==> config.mk <==
export PLATFORM = sky130hd
export DESIGN_NAME = game_369_judge
export DESIGN_NICKNAME = d
export VERILOG_FILES = /design/src/rtl/game_369_judge.sv
export SDC_FILE = /design/constraint.sdc
export NUM_CORES = 1
export LEC_CHECK = 0
export BUFFER_PORTS_ARGS = -buffer_cell sky130_fd_sc_hd__buf_4
export CORE_UTILIZATION = 51
export DETAILED_ROUTE_END_ITERATION = 8
export PLACE_DENSITY = 0.77
export RECOVER_POWER = 50
export SLEW_MARGIN = 25
export SYNTH_ARGS = -nofsm -noshare
export SYNTH_HDL_FRONTEND = slang
export SYNTH_SLANG_ARGS = --single-unit
==> constraint.sdc <==
create_clock -name clk -period 2.1 [get_ports clk]
set_input_delay 0.21 -clock clk [delete_from_list [all_inputs] [get_ports clk]]
set_output_delay 0.21 -clock clk [all_outputs]
set_load 0.02 [all_outputs]
==> src/rtl/game_369_judge.sv <==
// Referee for an upstream 369 counter: claps on 3/6/9/13, tracks the
// 3-6-9-13 cycle, and reports the sample as two BCD digits.
module game_369_judge (
    input  logic       clk,
    input  logic       reset,
    input  logic [3:0] count,
    input  logic       count_valid,
    output logic       clap,
    output logic [7:0] clap_total,
    output logic       locked,
    output logic       seq_error,
    output logic [3:0] bcd_tens,
    output logic [3:0] bcd_ones
);

    typedef enum logic [2:0] {
        SYNC,
        EXP6,
        EXP9,
        EXP13,
        ERR
    } state_t;

    state_t     state;
    state_t     state_nxt;
    logic       hit;
    logic [3:0] tens_nxt;
    logic [3:0] ones_nxt;

    always_comb begin
        hit = (count == 4'd3) || (count == 4'd6) ||
              (count == 4'd9) || (count == 4'd13);

        if (count >= 4'd10) begin
            tens_nxt = 4'd1;
            ones_nxt = count - 4'd10;
        end else begin
            tens_nxt = 4'd0;
            ones_nxt = count;
        end

        // Only SYNC and ERR resync on 3; once locked, a 3 is a violation.
        state_nxt = state;
        unique case (state)
            SYNC:    if (count == 4'd3) state_nxt = EXP6;
            EXP6:    state_nxt = (count == 4'd6)  ? EXP9  : ERR;
            EXP9:    state_nxt = (count == 4'd9)  ? EXP13 : ERR;
            EXP13:   state_nxt = (count == 4'd13) ? EXP6  : ERR;
            ERR:     if (count == 4'd3) state_nxt = EXP6;
            default: state_nxt = SYNC;
        endcase
    end

    always_ff @(posedge clk) begin
        if (reset) begin
            state      <= SYNC;
            clap       <= 1'b0;
            clap_total <= 8'd0;
            locked     <= 1'b0;
            seq_error  <= 1'b0;
            bcd_tens   <= 4'd0;
            bcd_ones   <= 4'd0;
        end else if (count_valid) begin
            state     <= state_nxt;
            clap      <= hit;
            locked    <= (state_nxt == EXP6) || (state_nxt == EXP9) ||
                         (state_nxt == EXP13);
            seq_error <= (state_nxt == ERR);
            bcd_tens  <= tens_nxt;
            bcd_ones  <= ones_nxt;
            if (hit && (clap_total != 8'hff))
                clap_total <= clap_total + 8'd1;
        end else begin
            clap <= 1'b0;
        end
    end

endmodule

==> results.tsv, run 1 <==
stage	metric	value	unit
outcome	status	complete, no violations	
cts	clk_pin_slew	0.10	ns
floorplan	rows	15	
route	dr_total_vias	844	
route	wl_per_cell	12.0	um
route	drt-total-wl	1890	um
finish	seqCellArea	380	um2
finish	multi_input_area	561	um2
grt	grt_usage	18.5	%
finish	fin_util	62.9	%
cts	cts.repair.resized	0	
cts	insertion_delay	0.30	ns
floorplan	core	1800	um2
floorplan	die_x	46.9	um
cts	cts_buffers	3	
route	viasPerCell	5.34	
synth	synthXorXnorAreaFrac	4.26	%
finish	final_common_cell	dfxtp_1	
grt	grt_pass1_vias	680	
route	drt_first_pass_iters	4	
finish	layout-drive-gt1-share	15.0	%
synth	syn-cell-area	1030	um2
cts	clockBufferDepth	2	
floorplan	num_io_pins	26	
timing	finalSetupViolCount	0	
synth	syn_area_per_cell	9.02	um2
synth	yosys.area.top_type	dfxtp_1	
floorplan	die_area	2200	um2
synth	synth_adder_area_share	2.43	%
timing	hold_viol	0	
grt	grt_pass1_wl	2930	um
finish	final_cell_mix	19 x dfxtp_1, 16 x nor2_1, 13 x clkbuf_1	
timing	hold_ws	0.207	ns
cts	htreeDepth	1	
cts	cts.sinks	19	
finish	fin_nets	143	
cts	cts_hold_buffers	0	
timing	max_freq	0.604	GHz
timing	tns	0	ns
synth	ys_seq_area_share	37.0	%
worst_setup_path	crit_fanout	4	
synth	syn_inst	114	
route	drc	0	
pwr	power.total	0.000659	W
synth	ys_top_cells_by_area	dfxtp_1 37%, nor2_1 5.8%, mux2i_1 4.9%	
worst_setup_path	required	2.30	ns
min_path	min_path_type	input pin to flop	
floorplan	fp.dieH	46.9	um
worst_setup_path	worstPathArrival	1.86	ns
synth	synth.mux.area_fraction	6.33	%
timing	clock_skew	0.000751	ns
route	drt_iter0_drc	13	
placement	dp_hpwl	1340	um
placement	gp_congestion	0.820	
cts	tritoncts	built	
synth	synth_cell_types	45	
synth	synthSimpleGateAreaFrac	24.3	%
job	max_cap_violations	0	
synth	ys_ff_latch	19	
synth	synth-compound-area-share	17.9	%
pwr	power.density	582	nW/um2
synth	synth_warnings	0	
cts	cts_setup_buffers	0	
synth	yosysTopAreaCellShare	37.0	%
timing	fin_crit_sh	78.8	%
timing	rsz0062_at_grt	no	
finish	fillers	180	
floorplan	start_util	57.1	%
worst_setup_path	cp-end-kind	flop	
grt	overflow	0	
grt	antenna_found_initial	0	
grt	grt_max_degree	21	
synth	synth_top_family_by_area	simple AND/OR/NAND/NOR gates	
pwr	leakage	0.437	nW
cts	root_buffer	clkbuf_4	
placement	port_buffers	22	
timing	period_minus_slack	1.65	ns
finish	antenna_cells	0	
finish	area_growth	10.2	%
route	postRouteAntennaNets	0	
worst_setup_path	crit_type	flop to flop	
timing	drv_slew	0	
worst_setup_path	start_kind	flop	
pwr	peakVddDrop	0.374	mV
[per-stage QoR]
step	cell area [um2]	std cells	setup slack, ns
6_report	1130	158	0.446
3_5_place_dp	1170	154	0.451
4_1_cts	1200	158	0.439
3_3_place_gp	1170	154	0.509
2_1_floorplan	1040	116	0.392
5_1_grt	1130	158	0.361
[worst paths after layout]
| check | slack (ns) | startpoint | endpoint | cells after the start |
|---|---|---|---|---|
| setup reg to reg | 0.45 | clap_total[0] | clap_total[5] | 6 |
| hold / removal | 0.21 | reset | bcd_tens[0] | 2 |
| hold reg to reg | 0.47 | seq_error | seq_error | 1 |
| setup / recovery | 0.45 | clap_total[0] | clap_total[5] | 6 |
[sequential cells by signal, indices dropped and copies added, names as in the netlist]
| name | cells |
|---|---|
| bcd_ones | 4 |
| bcd_tens | 1 |
| clap | 1 |
| clap_total | 8 |
| locked | 1 |
| seq_error | 1 |
| state | 3 |
[synthesized netlist by cell type, drive strengths merged]
| cell | n |
|---|---|
| o311a | 1 |
| nor2b | 2 |
| clkdlybuf4s18 | 1 |
| a21oi | 8 |
| and3 | 1 |
| a211oi | 2 |
| nor4 | 1 |
| nor2 | 16 |
| nand2b | 4 |
| nand4 | 3 |
| a31oi | 2 |
| mux2 | 1 |
| dfxtp | 19 |
| and4bb | 1 |
| buf | 8 |
| inv | 4 |
| o22ai | 1 |
| nand3b | 1 |
| nand2 | 4 |
| o2bb2ai | 1 |
| o21ai | 3 |
| a311oi | 1 |
| or3b | 1 |
| nor3b | 1 |
| and2b | 1 |
| a2bb2oi | 1 |
| ha | 2 |
| mux2i | 5 |
| conb | 1 |
| nand4b | 1 |
| o211ai | 2 |
| xor2 | 3 |
| o22a | 1 |
| xnor2 | 2 |
| or3 | 3 |
| o21a | 2 |
| nand3 | 3 |
[worst max-delay path, stage by stage, from the launching register on]
cell and delay (ns):
dfxtp_1 0.39, ha_1 0.21, nand2_1 0.10, or3_4 0.37
nand4_2 0.13, nor2_1 0.07, mux2_4 0.29
[cells by family after synthesis]
| logic type | after synthesis |
|---|---|
| AO/OA/AOI/OAI | 25 |
| XOR/XNOR | 5 |
| buffers and inverters | 13 |
| flip-flops | 19 |
| adder cells (fa/ha/maj) | 2 |
| other | 1 |
| multiplexers | 6 |
| AND/OR/NAND/NOR | 43 |
[layer usage]
layer / vias up / wire length, um / track usage, %
met1: 383 / 938 / 24.8
met5: - / 0 / 0
met4: 0 / 8 / 3.43
met3: 2 / 90 / 5.77
li1: 435 / - / -
met2: 24 / 853 / 29.7
[layout make-up]
type | count | share of cell area, %
Tap cell | 25 | 2.76
Sequential cell | 19 | 33.6
Clock buffer | 4 | 2.32
Timing Repair Buffer | 22 | 10.6
Multi-Input combinational cell | 84 | 49.4
Inverter | 4 | 1.32
[power breakdown]
part,internal (W),switching [W]
combinational,0.0000349,0.0000583
sequential,0.000371,0.00000764
clock,0.0000742,0.000113
Power figures use the tool's default switching activity.
==> inputs of run 2 (changes only) <==
- CORE_UTILIZATION: 51 -> 46
- PLACE_DENSITY: 0.77 -> 0.73
- clock period: 2.1 -> 1.45 ns (I/O delays scaled with it)
==> run 2 against run 1 <==
- the run now ends with setup timing left
- cell count increased by 11%
- fmax increased by 11%
- via count increased by 14%
- sequential power increased by 44%
- critical path type unchanged
- worst setup slack got worse by 0.48 ns
- combinational power increased by 81%
- clock-buffer cell count unchanged
- sequential cell count unchanged
- register-to-register slack got worse by 0.48 ns
- power increased by 50%
- largest power group unchanged
==> results.tsv, run 2 (synthesis results as in run 1) <==
stage	metric	value	unit
finish	largest_reg_flops	8	
worst_setup_path	start_kind	flop	
floorplan	num_io_pins	26	
finish	reg_top3	clap_total (8), bcd_ones (4), state (3)	
worst_setup_path	r2r_slack	-0.04	ns
pwr	swShare	27.8	%
pwr	share_comb_of_total_power	17.1	%
worst_setup_path	worstPathArrival	1.69	ns
cts	clk_pin_slew	0.10	ns
pwr	seqPwrFrac	55.5	%
timing	rsz0062_at_grt	yes	
floorplan	die_x	49.3	um
placement	gp_congestion	0.854	
finish	area_growth	30.9	%
pwr	leakage	0.538	nW
worst_setup_path	required	1.65	ns
min_path	min_path_type	input pin to flop	
route	dr_total_vias	961	
floorplan	die_area	2430	um2
route	drt-total-wl	2390	um
finish	final_common_cell	buf_4	
route	drc	0	
job	max_cap_violations	0	
cts	cts_buffers	3	
pwr	internal_power	0.000712	W
worst_setup_path	worst-r2r-cell-count	5	
route	drt_iter0_drc	22	
finish	final_cell_mix	28 x buf_4, 15 x nor2_1, 12 x dfxtp_1	
pwr	pwr-share-clk	27.4	%
finish	fin_util	66.6	%
floorplan	start_util	50.9	%
route	drt_first_pass_iters	6	
placement	dp_hpwl	1700	um
floorplan	fp.dieH	49.3	um
cts	root_buffer	clkbuf_4	
worst_setup_path	endpoint	clap_total[5]	
outcome	violations	setup timing	
finish	antenna_cells	0	
timing	clock_skew	0.00426	ns
outcome	status	complete, but fails checks	
placement	port_buffers	22	
finish	layout-drive-gt1-share	34.9	%
pwr	power.density	733	nW/um2
floorplan	core	2020	um2
timing	fin_crit_sh	102	%
cts	clockBufferDepth	2	
grt	grt_pass1_vias	883	
worst_setup_path	reg2reg_from	clap_total[6]	
grt	antenna_found_initial	0	
pwr	p_switching	0.000274	W
grt	grt_usage	20.9	%
grt	grt_pass1_wl	3840	um
timing	tns	-0.0543	ns
worst_setup_path	regToRegEndpoint	clap_total[5]	
cts	cts.sinks	19	
cts	insertion_delay	0.31	ns
route	wl_per_cell	13.6	um
timing	max_freq	0.673	GHz
finish	finalNonFillerCells	176	
worst_setup_path	crit_fanout	3	
worst_setup_path	critPathLaunch	clap_total[6]	
grt	grt_max_degree	21	
timing	hold_viol	0	
grt	overflow	0	
route	viasPerCell	5.46	
cts	tritoncts	built	
finish	fin_nets	159	
placement	place_ws	-0.0517	ns
worst_setup_path	cp-end-kind	flop	
placement	place_inst	171	
timing	period_minus_slack	1.49	ns
cts	htreeDepth	1	
route	postRouteAntennaNets	0	
finish	largest-register	clap_total	
floorplan	rows	16	
timing	drv_slew	0	
timing	fin_ws	-0.0351	ns
timing	finalSetupViolCount	3	
pwr	peakVddDrop	0.669	mV
worst_setup_path	crit_type	flop to flop	
==> run 2: what timing repair did <==
item                       in CTS  in global routing
gates resized for setup         2                  3
setup endpoints to repair       3                  9
pin swaps                       1                  0
hold buffers                    0                  0
setup buffers                   0                  1
==> run 2: worst max-delay path, cell delays in order, from the launching register on <==
cell     delay (ns)
dfxtp_2        0.34
nand4_1        0.15
or3_4          0.45
nand4_4        0.09
nor2_2         0.05
mux2_4         0.30
==> run 2: cell type report <==
class / count / area [um2]
flip-flops and latches: 19 / 394
fillers: 196 / 676
repair buffers: 38 / 248
inverters: 4 / 15.0
clock buffers: 4 / 26.3
multi-input cells: 84 / 629
well taps: 27 / 33.8
==> run 2: metrics by stage <==
step / area, um2 / total power, W / hold WS [ns]
floorplan: 1080 / 0.000678 / 0.330
global placement: 1330 / 0.000729 / 0.443
detailed placement: 1330 / 0.000734 / 0.447
CTS: 1360 / 0.00100 / 0.136
global route: 1350 / 0.00103 / 0.148
finish: 1350 / 0.000986 / 0.153
==> run 2: worst min path at each step <==
stage	from	end	slack (ns)	depth (start not counted)
after global placement	seq_error	seq_error	0.44	1
after floorplan	count[3]	bcd_ones[3]	0.33	2
after CTS	reset	clap_total[4]	0.14	2
final	reset	bcd_ones[3]	0.15	2
after global routing	reset	clap_total[4]	0.15	2
after detailed placement	seq_error	seq_error	0.45	1
==> run 2: routing by layer <==
| layer | up-vias | share of wire [%] | GRT usage, % | wire, um |
|---|---|---|---|---|
| li1 | 468 | - | - | - |
| met1 | 448 | 43 | 24.5 | 1020 |
| met2 | 33 | 48 | 34.7 | 1160 |
| met3 | 12 | 4.4 | 6.54 | 106 |
| met4 | 0 | 4.5 | 9.31 | 108 |
| met5 | - | 0 | 0 | 0 |
==> run 2: power by group through the flow <==
stage	Combinational [W]	Sequential, W	Clock (W)
floorplan	0.000102	0.000576	0
global placement	0.000171	0.000558	0
detailed placement	0.000175	0.000559	0
CTS	0.000175	0.000547	0.000277
global route	0.000186	0.000550	0.000295
finish	0.000169	0.000547	0.000271
==> inputs of run 3 (changes only) <==
- CORE_MARGIN: default -> 1.5
- MAX_ROUTING_LAYER: default -> met4
==> run 3 against run 2 <==
- sequential share of layout area is 0.29 points higher
- critical path type unchanged
- critical path depth rose by 1
- the run still ends with setup timing left
- worst hold slack got worse by 0.020 ns
- sequential power is essentially flat
- clock skew rose by 0.0090 ns
- final area decreased by 0.65%
- fmax shrank 0.16%
- core utilization fell by 1.1 points
- power increased by 1.1%
- via count is 4.8% lower
- cell count is the same
==> results.tsv, run 3 (synthesis results as in run 1) <==
stage	metric	value	unit
outcome	status	complete, but fails checks	
outcome	violations	setup timing	
cts	root_buffer	clkbuf_4	
grt	grt_pass1_wl	3640	um
job	max_cap_violations	0	
grt	overflow	0	
timing	fin_ws	-0.0376	ns
timing	clock_skew	0.0132	ns
floorplan	die_area	2530	um2
finish	antenna_cells	0	
finish	fillers	186	
finish	layout-drive-gt1-share	34.2	%
floorplan	fp.dieH	50.3	um
cts	insertion_delay	0.31	ns
route	wl_per_cell	12.1	um
grt	grt_max_degree	21	
worst_setup_path	required	1.66	ns
grt	grt_usage	19.6	%
timing	max_freq	0.672	GHz
floorplan	die_x	50.3	um
cts	cts.sinks	19	
worst_setup_path	worstPathArrival	1.70	ns
finish	largest_reg_flops	8	
route	drc	0	
min_path	min_path_type	input pin to flop	
floorplan	start_util	50.4	%
cts	clockBufferDepth	2	
cts	htreeDepth	1	
route	drt_first_pass_iters	4	
pwr	peakVddDrop	0.597	mV
finish	area_growth	30.0	%
placement	gp_congestion	0.810	
finish	seqCellArea	395	um2
finish	multi_input_area	613	um2
cts	cts_hold_buffers	0	
timing	fin_crit_sh	103	%
finish	fin_util	65.5	%
timing	hold_viol	0	
floorplan	num_io_pins	26	
worst_setup_path	start_kind	flop	
grt	antenna_found_initial	0	
finish	largest-register	clap_total	
route	postRouteAntennaNets	0	
worst_setup_path	crit_type	flop to flop	
placement	port_buffers	22	
route	dr_total_vias	915	
placement	dp_hpwl	1560	um
cts	clk_pin_slew	0.12	ns
worst_setup_path	crit_fanout	4	
finish	reg_top3	clap_total (8), bcd_ones (4), state (3)	
timing	hold_ws	0.133	ns
pwr	power.density	745	nW/um2
finish	fin_nets	159	
route	drt_iter0_drc	10	
grt	grt_pass1_vias	856	
cts	cts_buffers	3	
floorplan	core	2040	um2
timing	tns	-0.0395	ns
cts	tritoncts	built	
pwr	leakage	0.540	nW
route	viasPerCell	5.20	
route	drt-total-wl	2120	um
floorplan	rows	16	
finish	final_common_cell	buf_4	
timing	finalSetupViolCount	2	
timing	drv_slew	0	
finish	final_cell_mix	27 x buf_4, 15 x nor2_1, 11 x dfxtp_1	
timing	period_minus_slack	1.49	ns
timing	rsz0062_at_grt	yes	
worst_setup_path	cp-end-kind	flop	
==> run 3: per-stage QoR <==
stage                     setup WS, ns  std cells  power [W]  area (um2)
after floorplan                -0.0808        116   0.000678        1080
after global placement        -0.00881        171   0.000729        1330
after detailed placement       -0.0382        171   0.000733        1330
after CTS                      0.00557        175    0.00103        1360
after global routing           -0.0645        176    0.00105        1340
final                          -0.0376        176   0.000997        1340
==> run 3: what timing repair did <==
| item | 4_1_cts | 5_1_grt |
|---|---|---|
| setup endpoints to repair | 4 | 9 |
| pin swaps | 3 | 3 |
| setup buffers | 0 | 1 |
| gates resized for setup | 1 | 2 |
==> run 3: critical path, cell delays in order (launching register included) <==
cell     delay, ns
dfxtp_4       0.37
ha_4          0.13
nand2_2       0.05
or3_4         0.40
nand4_4       0.10
nor2_2        0.06
mux2_4        0.29
==> run 3: routing by layer <==
| layer | up-vias | part of all wire [%] | GRT usage, % | wire [um] |
|---|---|---|---|---|
| li1 | 470 | - | - | - |
| met1 | 420 | 46 | 23.3 | 986 |
| met2 | 19 | 47 | 30.9 | 1010 |
| met3 | 6 | 3.7 | 4.17 | 79 |
| met4 | 0 | 2.4 | 10.6 | 50 |
| met5 | - | 0 | - | 0 |
==> run 3: cell type report <==
type                       count  area share [%]
tap                           27            2.53
clock buffer                   3            1.68
clock inverter                 1           0.468
multi-input combinational     84            45.8
inverter                       4            1.12
timing repair buffer          38            18.8
sequential                    19            29.6
==> run 3: path summary, 6_finish.rpt <==
path,cells past startpoint,startpoint,endpoint,slack (ns)
worst min register to register,1,seq_error,seq_error,0.47
worst min-delay path,2,reset,bcd_tens[0],0.13
worst max-delay path,6,clap_total[1],clap_total[5],-0.04
worst max register to register,6,clap_total[1],clap_total[5],-0.04
==> run 3: power breakdown <==
part	switching (W)	total (W)	internal [W]
clock	0.000179	0.000286	0.000107
sequential	0.0000109	0.000547	0.000536
combinational	0.0000964	0.000164	0.0000680
